$ cat src/rtl/ex_mem_stage_pkg.sv
// Shared definitions for the execute stage: ALU operation codes and forwarding selects.
package ex_mem_stage_pkg;

    localparam logic [3:0] ALU_AND = 4'b0000;
    localparam logic [3:0] ALU_OR  = 4'b0001;
    localparam logic [3:0] ALU_ADD = 4'b0010;
    localparam logic [3:0] ALU_XOR = 4'b0011;
    localparam logic [3:0] ALU_SLL = 4'b0100;
    localparam logic [3:0] ALU_SRL = 4'b0101;
    localparam logic [3:0] ALU_SUB = 4'b0110;
    localparam logic [3:0] ALU_SLT = 4'b0111;
    localparam logic [3:0] ALU_NOR = 4'b1100;

    typedef enum logic [1:0] {FWD_REG, FWD_MEM, FWD_WB} fwd_sel_e;

    // EX/MEM wins over MEM/WB; register $0 is never forwarded.
    function automatic fwd_sel_e fwd_sel(input logic [4:0] src,
                                         input logic       mem_rw,
                                         input logic [4:0] mem_wr,
                                         input logic       wb_rw,
                                         input logic [4:0] wb_wr);
        if (mem_rw && mem_wr != 5'd0 && mem_wr == src) return FWD_MEM;
        if (wb_rw && wb_wr != 5'd0 && wb_wr == src)    return FWD_WB;
        return FWD_REG;
    endfunction

endpackage

$ cat src/rtl/ex_mem_stage_alu_unit.sv
// Combinational ALU for the execute stage; unknown codes produce zero.
module alu_unit
    import ex_mem_stage_pkg::*;
(
    input  logic [31:0] SrcA,
    input  logic [31:0] SrcB,
    input  logic [4:0]  Shamt,
    input  logic [3:0]  ALUControl,
    output logic [31:0] Result,
    output logic        Zero
);

    always_comb begin
        Result = 32'd0;
        case (ALUControl)
            ALU_AND: Result = SrcA & SrcB;
            ALU_OR:  Result = SrcA | SrcB;
            ALU_ADD: Result = SrcA + SrcB;
            ALU_XOR: Result = SrcA ^ SrcB;
            ALU_SLL: Result = SrcB << Shamt;
            ALU_SRL: Result = SrcB >> Shamt;
            ALU_SUB: Result = SrcA - SrcB;
            ALU_SLT: Result = {31'd0, $signed(SrcA) < $signed(SrcB)};
            ALU_NOR: Result = ~(SrcA | SrcB);
            default: Result = 32'd0;
        endcase
    end

    assign Zero = (Result == 32'd0);

endmodule

$ cat src/rtl/ex_mem_stage.sv
// Execute stage with branch/jump redirect and the EX/MEM pipeline register.
// Operand forwarding is built only when EX_FORWARD_EN is defined.
module ex_mem_stage
    import ex_mem_stage_pkg::*;
(
    input  logic        clk,
    input  logic        reset,
    input  logic        RegWrite_in,
    input  logic        MemtoReg_in,
    input  logic        MemWrite_in,
    input  logic        ALUSrc_in,
    input  logic        RegDst_in,
    input  logic        Branch_in,
    input  logic        Jump_in,
    input  logic [3:0]  ALUControl_in,
    input  logic [31:0] PC_in,
    input  logic [31:0] ReadData1_in,
    input  logic [31:0] ReadData2_in,
    input  logic [31:0] SignImm_in,
    input  logic [4:0]  Rs_in,
    input  logic [4:0]  Rt_in,
    input  logic [4:0]  Rd_in,
    input  logic [4:0]  Shamt_in,
    input  logic        WB_RegWrite,
    input  logic [4:0]  WB_WriteReg,
    input  logic [31:0] WB_Result,
    output logic        RegWrite_out,
    output logic        MemtoReg_out,
    output logic        MemWrite_out,
    output logic [31:0] ALUResult_out,
    output logic [31:0] WriteData_out,
    output logic [4:0]  WriteReg_out,
    output logic        Redirect,
    output logic [31:0] RedirectPC,
    output logic        Flush
);

    logic [31:0] opnd_a, opnd_b, src_b, alu_result;
    logic        alu_zero;
    logic [4:0]  write_reg;

`ifdef EX_FORWARD_EN
    fwd_sel_e sel_a, sel_b;

    assign sel_a = fwd_sel(Rs_in, RegWrite_out, WriteReg_out, WB_RegWrite, WB_WriteReg);
    assign sel_b = fwd_sel(Rt_in, RegWrite_out, WriteReg_out, WB_RegWrite, WB_WriteReg);

    always_comb begin
        opnd_a = ReadData1_in;
        opnd_b = ReadData2_in;
        case (sel_a)
            FWD_MEM: opnd_a = ALUResult_out;
            FWD_WB:  opnd_a = WB_Result;
            default: opnd_a = ReadData1_in;
        endcase
        case (sel_b)
            FWD_MEM: opnd_b = ALUResult_out;
            FWD_WB:  opnd_b = WB_Result;
            default: opnd_b = ReadData2_in;
        endcase
    end
`else
    // Without forwarding the hazard unit inserts bubbles; these inputs are dead.
    logic unused_fwd;
    assign unused_fwd = ^{WB_RegWrite, WB_WriteReg, WB_Result, Rs_in};
    assign opnd_a     = ReadData1_in;
    assign opnd_b     = ReadData2_in;
`endif

    assign src_b     = ALUSrc_in ? SignImm_in : opnd_b;
    assign write_reg = RegDst_in ? Rd_in : Rt_in;

    alu_unit u_alu (
        .SrcA       (opnd_a),
        .SrcB       (src_b),
        .Shamt      (Shamt_in),
        .ALUControl (ALUControl_in),
        .Result     (alu_result),
        .Zero       (alu_zero)
    );

    // Register jump takes precedence over a simultaneous branch.
    assign Redirect   = Jump_in | (Branch_in & alu_zero);
    assign RedirectPC = Jump_in ? opnd_a : (PC_in + 32'd4 + {SignImm_in[29:0], 2'b00});
    assign Flush      = Redirect;

    always_ff @(posedge clk or posedge reset) begin
        if (reset) begin
            RegWrite_out  <= 1'b0;
            MemtoReg_out  <= 1'b0;
            MemWrite_out  <= 1'b0;
            ALUResult_out <= 32'd0;
            WriteData_out <= 32'd0;
            WriteReg_out  <= 5'd0;
        end else begin
            RegWrite_out  <= RegWrite_in;
            MemtoReg_out  <= MemtoReg_in;
            MemWrite_out  <= MemWrite_in;
            ALUResult_out <= alu_result;
            WriteData_out <= opnd_b;
            WriteReg_out  <= write_reg;
        end
    end

endmodule

$ cat config.mk
export PLATFORM = sky130hd
export DESIGN_NAME = ex_mem_stage
export DESIGN_NICKNAME = d
export VERILOG_FILES = /design/src/rtl/ex_mem_stage_pkg.sv /design/src/rtl/ex_mem_stage_alu_unit.sv /design/src/rtl/ex_mem_stage.sv
export SDC_FILE = /design/constraint.sdc
export NUM_CORES = 1
export LEC_CHECK = 0
export ABC_CLOCK_PERIOD_IN_PS = 10700
export CAP_MARGIN = 20
export CORE_MARGIN = 5
export CORE_UTILIZATION = 29
export CTS_BUF_LIST = sky130_fd_sc_hd__clkbuf_16
export DETAILED_ROUTE_END_ITERATION = 16
export HOLD_SLACK_MARGIN = 0.15
export PLACE_DENSITY = 0.64
export SLEW_MARGIN = 20
export SYNTH_ARGS = -nofsm -noshare
export SYNTH_HDL_FRONTEND = slang
export SYNTH_HIERARCHICAL = 1
export SYNTH_SLANG_ARGS = --single-unit
$ cat constraint.sdc
create_clock -name clk -period 10.7 [get_ports clk]
set_input_delay 3.21 -clock clk [delete_from_list [all_inputs] [get_ports clk]]
set_output_delay 3.21 -clock clk [all_outputs]
set_load 0.02 [all_outputs]
; ---- Word-level counts from Yosys, hierarchy flattened
; Index checks and enable logic that the tools add are counted.
[classes]
add_sub_neg = 4
order_cmp = 1
eq_ne = 8
shift = 2
n_mux = 4
bitwise_logic = 6
reduce_logical = 2
[ops]
columns = cell, count
row1 = 32-bit one-hot mux with 9 select lines, 1
row2 = 32-bit adder, 2
row3 = 32-bit two-way mux, 2
row4 = 32-bit by 3-bit adder with 32-bit output (second input constant), 1
row5 = 32-bit AND, 1
row6 = 32-bit logical NOT, 1
row7 = 32-bit less-than comparator, 1
row8 = 32-bit inverter, 1
row9 = 32-bit bitwise OR, 1
row10 = 32-bit by 5-bit left shift with 32-bit output, 1
row11 = 32-bit by 5-bit right shift with 32-bit output, 1
row12 = 32-bit subtractor, 1
row13 = 32-bit XOR, 1
row14 = 4-bit by 3-bit == test with 1-bit output (second input constant), 4
row15 = 4-bit by 2-bit == test with 1-bit output (second input constant), 2
row16 = 5-bit two-way mux, 1
row17 = 4-bit by 1-bit == test with 1-bit output (second input constant), 1
row18 = 4-bit == test (second input constant), 1
row19 = 4-bit logical NOT, 1
row20 = 1-bit AND, 1
row21 = 1-bit bitwise OR, 1
[totals]
ff_bits = 72
inputBits = 199
out_inout_bits = 106

; ---- Depth between registers and ports, before layout
[depth]
ltp_word = 7
mapped_depth = 20
ltp_nobuf = 16

; ---- By module
; Netlist, hierarchy kept.
[modules_own_cells]
columns = mod, n_inst, cells_per_inst, area_per_inst_um2, seq_area_each_um2
row1 = alu_unit, 1, 1410, 10073.4, 0.0
row2 = ex_mem_stage, 1, 441, 4573.1, 1801.7

; ---- Least setup slack after synthesis
; OpenSTA, ideal clock, no wires.
[synth_timing]
path_type = in2out
start = in ALUSrc_in
end = out Redirect
arrival_ns = 8.092
t_required_ns = 7.490
path_slack_ns = -0.602
path_stages = 20
path_buffers = 5
path_cell_list = clkbuf_1 -> buf_1 -> mux2_2 -> clkbuf_1 -> inv_1 -> ha_1 -> buf_2 -> inv_2 -> a211oi_1 -> nand2_1 -> a221oi_1 -> a21o_1 -> a21oi_1 -> o41a_1 -> or3_1 -> or4_1 -> or4b_1 -> nor4b_2 -> a21o_1 -> buf_4
[synth_between]
elab_cells_between_ends = 14
classes_between = add/sub (2) / order compare (1) / shift (2) / mux (2) / bitwise (6) / reduce/logical (1)
[synth_rtl]
columns = item, line
row1 = start: declaration, ex_mem_stage.sv:11  ; input logic ALUSrc_in,
row2 = 32-bit two-way mux *, ex_mem_stage.sv:70  ; assign src_b = ALUSrc_in ? SignImm_in : opnd_b;
row3 = net src_b[4], ex_mem_stage.sv:38  ; logic [31:0] opnd_a, opnd_b, src_b, alu_result;
row4 = "32-bit subtractor, or another cell as far along", ex_mem_stage_alu_unit.sv:22  ; ALU_SUB: Result = SrcA - SrcB;
row5 = 32-bit one-hot mux with 9 select lines *, ex_mem_stage_alu_unit.sv:15  ; case (ALUControl)
row6 = net alu_result[15], ex_mem_stage.sv:38
row7 = 32-bit logical NOT *, ex_mem_stage_alu_unit.sv:29  ; assign Zero = (Result == 32'd0);
row8 = net alu_zero, ex_mem_stage.sv:39  ; logic alu_zero;
row9 = 1-bit AND *, ex_mem_stage.sv:83  ; assign Redirect = Jump_in | (Branch_in & alu_zero);
row10 = 1-bit bitwise OR *, ex_mem_stage.sv:83
row11 = end: declaration, ex_mem_stage.sv:33  ; output logic Redirect,
; Mark *: on every way through the listed nets, which the timed path passes. The rest lies on a longest branch.

; ---- Worst setup path after layout
[layout_timing]
start = in ReadData2_in[26]
end = out Flush
[layout_between]
elab_cells_between_ends = 14
classes_between = add/sub (2) / order compare (1) / shift (2) / mux (2) / bitwise (6) / reduce/logical (1)
[layout_rtl]
columns = item, line
row1 = start: declaration, ex_mem_stage.sv:18  ; input logic [31:0] ReadData2_in,
row2 = 32-bit two-way mux *, ex_mem_stage.sv:70
row3 = net src_b[26], ex_mem_stage.sv:38
row4 = 32-bit by 5-bit right shift with 32-bit output / 32-bit by 5-bit left shift with 32-bit output (equally long branches), "ex_mem_stage_alu_unit.sv:21, ex_mem_stage_alu_unit.sv:20"
row5 = 32-bit one-hot mux with 9 select lines *, ex_mem_stage_alu_unit.sv:15
row6 = net alu_result[19], ex_mem_stage.sv:38
row7 = 32-bit logical NOT *, ex_mem_stage_alu_unit.sv:29
row8 = net alu_zero, ex_mem_stage.sv:39
row9 = 1-bit AND *, ex_mem_stage.sv:83
row10 = 1-bit bitwise OR *, ex_mem_stage.sv:83
row11 = end: declaration, ex_mem_stage.sv:35  ; output logic Flush
; Marks and branches as above.

==> impl_summary.txt <==
----------------------------------------------------
[STA]
  Endpoints failing setup ... 2
  Shortest period the worst path allows ... 11.16 ns
  Measured slew at the worst slew-check pin ... 1.01 ns
  Post-layout worst setup margin ... -0.457 ns
  Setup TNS Final ... -0.914 ns
  Max Clock Freq ... 0.0896 GHz
  Post-Route Hold Slack ... 2.94 ns
  Pins over their slew limit ... 0
  Final hold viol count ... 0
  Part of the cycle the worst path needs ... 104%
  RSZ-0062 raised after global routing ... true
  Worst max-slew margin expressed relative to the limit ... 31.6%

[Placement]
  Post-placement cell count ... 3258
  Worst slack at placement ... -1.53 ns
  Post-DP Area ... 22400 sq um
  Port Buffers ... 261
  Final Wtd Congestion ... 1.04
  HPWL after detailed placement ... 67.0 mm

[CTS]
  Clock-pin slew on the worst setup and hold paths ... 0.07 ns
  Clock tree from TritonCTS ... done
  Maximum number of buffers from clock root to sink ... 2
  Clock Tree Root ... sky130_fd_sc_hd__clkbuf_16
  Clock sink total ... 72
  Number of levels the H-tree was split into ... 3
  Number of buffers inserted during clock tree synthesis ... 9

[GRT]
  Largest net degree at the start of global routing ... 73
  Global route overflow ... 0
  First-pass GRT wire length ... 118 mm
  Number of global-route vias before repair ... 18453
  Initial antenna violation count ... 0
  Global Route Usage Sum ... 27.6%

[Synth]
  Post-synthesis area per instance ... 7.91 sq um
  Synth warn ... 6
  Cell count after synthesis ... 1851
  Flops & latches, synth ... 72
  Area of the mapped netlist ... 14600 sq um
  Number of synthesized flops with an enable pin ... 0
  Largest area contributor in the synthesized netlist ... sky130_fd_sc_hd__ha_1
  Cell types with the largest area share after synthesis ... sky130_fd_sc_hd__ha_1 13%, sky130_fd_sc_hd__dfrtp_1 12%, sky130_fd_sc_hd__mux4_2 7.5%
  Share of flip-flops with an asynchronous set or reset after synthesis ... 100%
  Net count after synthesis ... 2211
  Number of distinct library cells after synthesis ... 94
  Share of synthesized area occupied by flip-flops and latches ... 12.3%
  Most frequently used flop master after synthesis ... sky130_fd_sc_hd__dfrtp_1
  Share of Yosys cell area claimed by the top area cell type ... 13.5%

[Min path]
  Origin of the worst min-delay path ... ReadData2_in[0]
  Type of the worst min-delay path ... input port to flip-flop
  Hold Crit Depth ... 1

[Power]
  Worst voltage drop across the vdd grid ... 0.0619 mV
  Relative contribution of sequential cells to total power ... 14.7%
  Pwr Density ... 90.5 nW/um^2
  Part of the power in combinational logic ... 69.1%
  Cell internal power dissipation ... 1.17 mW
  Standby leakage power ... 10.5 nW
  Power dissipated by switching net loads ... 919 uW
  Clock power frac ... 16.2%
  Sw Ratio ... 44.0%

[Routing]
  Total number of vias ... 18552
  First-pass iteration count of the detailed router ... 6
  Routed length per placed instance ... 24.4 microns
  Antenna viol nets, final ... 0
  Routed wire length ... 80.1 mm
  1st-iter DRT viols ... 1737
  Number of remaining DRC errors ... 0
  Via/cell ratio ... 5.65

[Floorplan]
  Overall die width ... 235 microns
  Area enclosed by the die boundary ... 55100 sq um
  Number of placement rows ... 82
  Die Height ... 235 microns
  Core Area ... 50100 sq um
  Num ports ... 305
  Initial core utilization ... 29.3%

[Finish]
  Count of inserted antenna diode cells ... 0
  Proportion of layout cells with a drive suffix above 1 ... 32.7%
  Number of inserted filler cells in the final layout ... 5060
  Number of non-filler instances in the completed layout ... 3282
  Area growth, synth to finish ... 57.7%
  Post-route cell area ... 23100 sq um
  Number of nets in the final layout ... 2965

[Run status]
  Run status ... finished with violations
  Failing checks ... negative setup slack

[Setup path]
  Worst setup path class ... input port to primary output
  Worst EP arrival ... 7.95 ns
  Startpoint type of the worst setup path ... input port
  Launching element of the worst setup path ... ReadData2_in[26]
  Endpoint required time on the critical path ... 7.49 ns
  CP Capture Type ... primary output
  Top fanout value on the critical path ... 11

[Flow run]
  Max-capacitance violation count ... 0

----------------------------------------------------
==> flip-flops by register name, indices dropped and copies added (netlist names) <==
register	flops
MemWrite_out	1
WriteReg_out	5
MemtoReg_out	1
RegWrite_out	1
ALUResult_out	32
WriteData_out	32
==> per-layer routing <==
layer	vias up	GRT usage [%]	share of wire (%)
met2	810	45.8	47
li1	8531	-	-
met1	9088	37.6	44
met5	-	0	0
met4	0	6.55	2.8
met3	123	4.63	6.9
==> placed cells by master, fill, tap and decap left out, types with 11 or more instances in the layout <==
master,Yosys,routed
sky130_fd_sc_hd__o31ai_1,14,14
sky130_fd_sc_hd__mux2_2,52,38
sky130_fd_sc_hd__a21o_1,32,32
sky130_fd_sc_hd__mux2_4,0,14
sky130_fd_sc_hd__nand2b_1,16,15
sky130_fd_sc_hd__nor3b_1,12,11
sky130_fd_sc_hd__a22oi_1,34,34
sky130_fd_sc_hd__and2_1,16,15
sky130_fd_sc_hd__inv_1,108,97
sky130_fd_sc_hd__and3_1,17,17
sky130_fd_sc_hd__o21ai_0,110,106
sky130_fd_sc_hd__o22ai_1,30,29
sky130_fd_sc_hd__or3_1,14,14
sky130_fd_sc_hd__mux4_2,49,49
sky130_fd_sc_hd__buf_4,5,615
sky130_fd_sc_hd__nand4_1,19,19
sky130_fd_sc_hd__a221o_1,12,12
sky130_fd_sc_hd__buf_6,4,11
sky130_fd_sc_hd__o211ai_1,27,27
sky130_fd_sc_hd__a211oi_1,40,35
sky130_fd_sc_hd__o221ai_1,20,18
sky130_fd_sc_hd__o21bai_1,12,11
sky130_fd_sc_hd__o2111ai_1,11,11
sky130_fd_sc_hd__xnor2_1,18,18
sky130_fd_sc_hd__nor2_1,124,118
sky130_fd_sc_hd__xor2_1,11,11
sky130_fd_sc_hd__o21a_1,11,11
sky130_fd_sc_hd__nand2_1,153,153
sky130_fd_sc_hd__nor3_1,30,29
sky130_fd_sc_hd__ha_1,158,145
sky130_fd_sc_hd__a21oi_1,126,122
sky130_fd_sc_hd__a31oi_1,16,15
sky130_fd_sc_hd__dfrtp_1,72,72
sky130_fd_sc_hd__clkdlybuf4s50_1,0,238
sky130_fd_sc_hd__nand3_1,36,35
sky130_fd_sc_hd__o21ai_1,10,14
sky130_fd_sc_hd__mux2i_1,82,82
sky130_fd_sc_hd__nor2b_1,24,21
==> worst max-delay path: stages <==
cell,delay [ns]
sky130_fd_sc_hd__clkdlybuf4s50_1,0.45
sky130_fd_sc_hd__mux2_2,0.29
sky130_fd_sc_hd__buf_4,0.19
sky130_fd_sc_hd__mux4_2,0.53
sky130_fd_sc_hd__mux2i_1,0.17
sky130_fd_sc_hd__buf_4,0.16
sky130_fd_sc_hd__buf_4,0.11
sky130_fd_sc_hd__o22ai_1,0.14
sky130_fd_sc_hd__nor4_2,0.39
sky130_fd_sc_hd__o41a_1,0.21
sky130_fd_sc_hd__o211ai_1,0.17
sky130_fd_sc_hd__or3_1,0.37
sky130_fd_sc_hd__or4_1,0.41
sky130_fd_sc_hd__or4b_4,0.54
sky130_fd_sc_hd__nor4b_4,0.28
sky130_fd_sc_hd__a21o_1,0.19
sky130_fd_sc_hd__buf_6,0.13
==> metrics by stage <==
step / utilization (%) / total power [mW]
2_1_floorplan: - / 0.991
6_report: 46.1 / 2.09
3_3_place_gp: 44.7 / 1.68
4_1_cts: 45.7 / 2.07
3_5_place_dp: 44.7 / 1.70
5_1_grt: 46.1 / 2.20
==> cell type report <==
class | count | area, sq um | share of cell area (%)
Inverter | 114 | 444 | 1.92
Clock inverter | 7 | 78.8 | 0.341
Clock buffer | 9 | 225 | 0.975
Multi-Input combinational cell | 1519 | 12300 | 53.1
Tap cell | 672 | 841 | 3.64
Sequential cell | 72 | 1800 | 7.80
Timing Repair Buffer | 889 | 7440 | 32.2
==> cells by family after synthesis <==
logic type                 synth area share, %
AOI/OAI and AO/OA                         28.9
xor gates and xnor gates                  1.73
adders and majority gates                 13.9
buffers and inverters                     7.24
DFF                                       12.3
muxes                                     18.3
and+or+nand+nor                           17.6
==> Yosys cell counts, drive strengths merged, types with 11 or more instances <==
| cell | count |
|---|---|
| o21a | 11 |
| a22oi | 34 |
| inv | 112 |
| nor3 | 30 |
| mux2 | 58 |
| dfrtp | 72 |
| and3 | 17 |
| a211oi | 40 |
| nand4 | 19 |
| and2 | 16 |
| a21o | 33 |
| nand2b | 16 |
| nor4 | 11 |
| a2111oi | 11 |
| ha | 158 |
| or3 | 14 |
| o211ai | 28 |
| nor2 | 125 |
| xnor2 | 18 |
| mux4 | 52 |
| o21bai | 12 |
| nand2 | 153 |
| o2111ai | 11 |
| a21oi | 127 |
| nand3 | 36 |
| a31oi | 17 |
| o221ai | 20 |
| o21ai | 120 |
| a221oi | 12 |
| clkbuf | 96 |
| o31ai | 14 |
| mux2i | 83 |
| o22ai | 30 |
| buf | 50 |
| nor2b | 24 |
| nor3b | 12 |
| xor2 | 11 |
| a221o | 13 |
==> power by group through the flow <==
stage | Sequential (mW) | Combinational (mW) | Clock, mW
2_1_floorplan | 0.351 | 0.640 | 0
3_3_place_gp | 0.312 | 1.37 | 0
3_5_place_dp | 0.313 | 1.38 | 0
4_1_cts | 0.308 | 1.41 | 0.352
5_1_grt | 0.310 | 1.53 | 0.361
6_report | 0.307 | 1.44 | 0.340
==> worst paths after layout <==
check / endpoint
max in group asynchronous: WriteData_out[7]
setup / recovery: Flush
min in group asynchronous: WriteReg_out[4]
hold / removal: WriteData_out[0]
==> what timing repair did <==
action,4_1_cts,5_1_grt
gates resized for setup,63,48
setup buffers,4,4
endpoints found under the setup margin,2,2
hold buffers,0,0
pin swaps,15,21
Note: power is estimated with default switching activity, not from simulation.
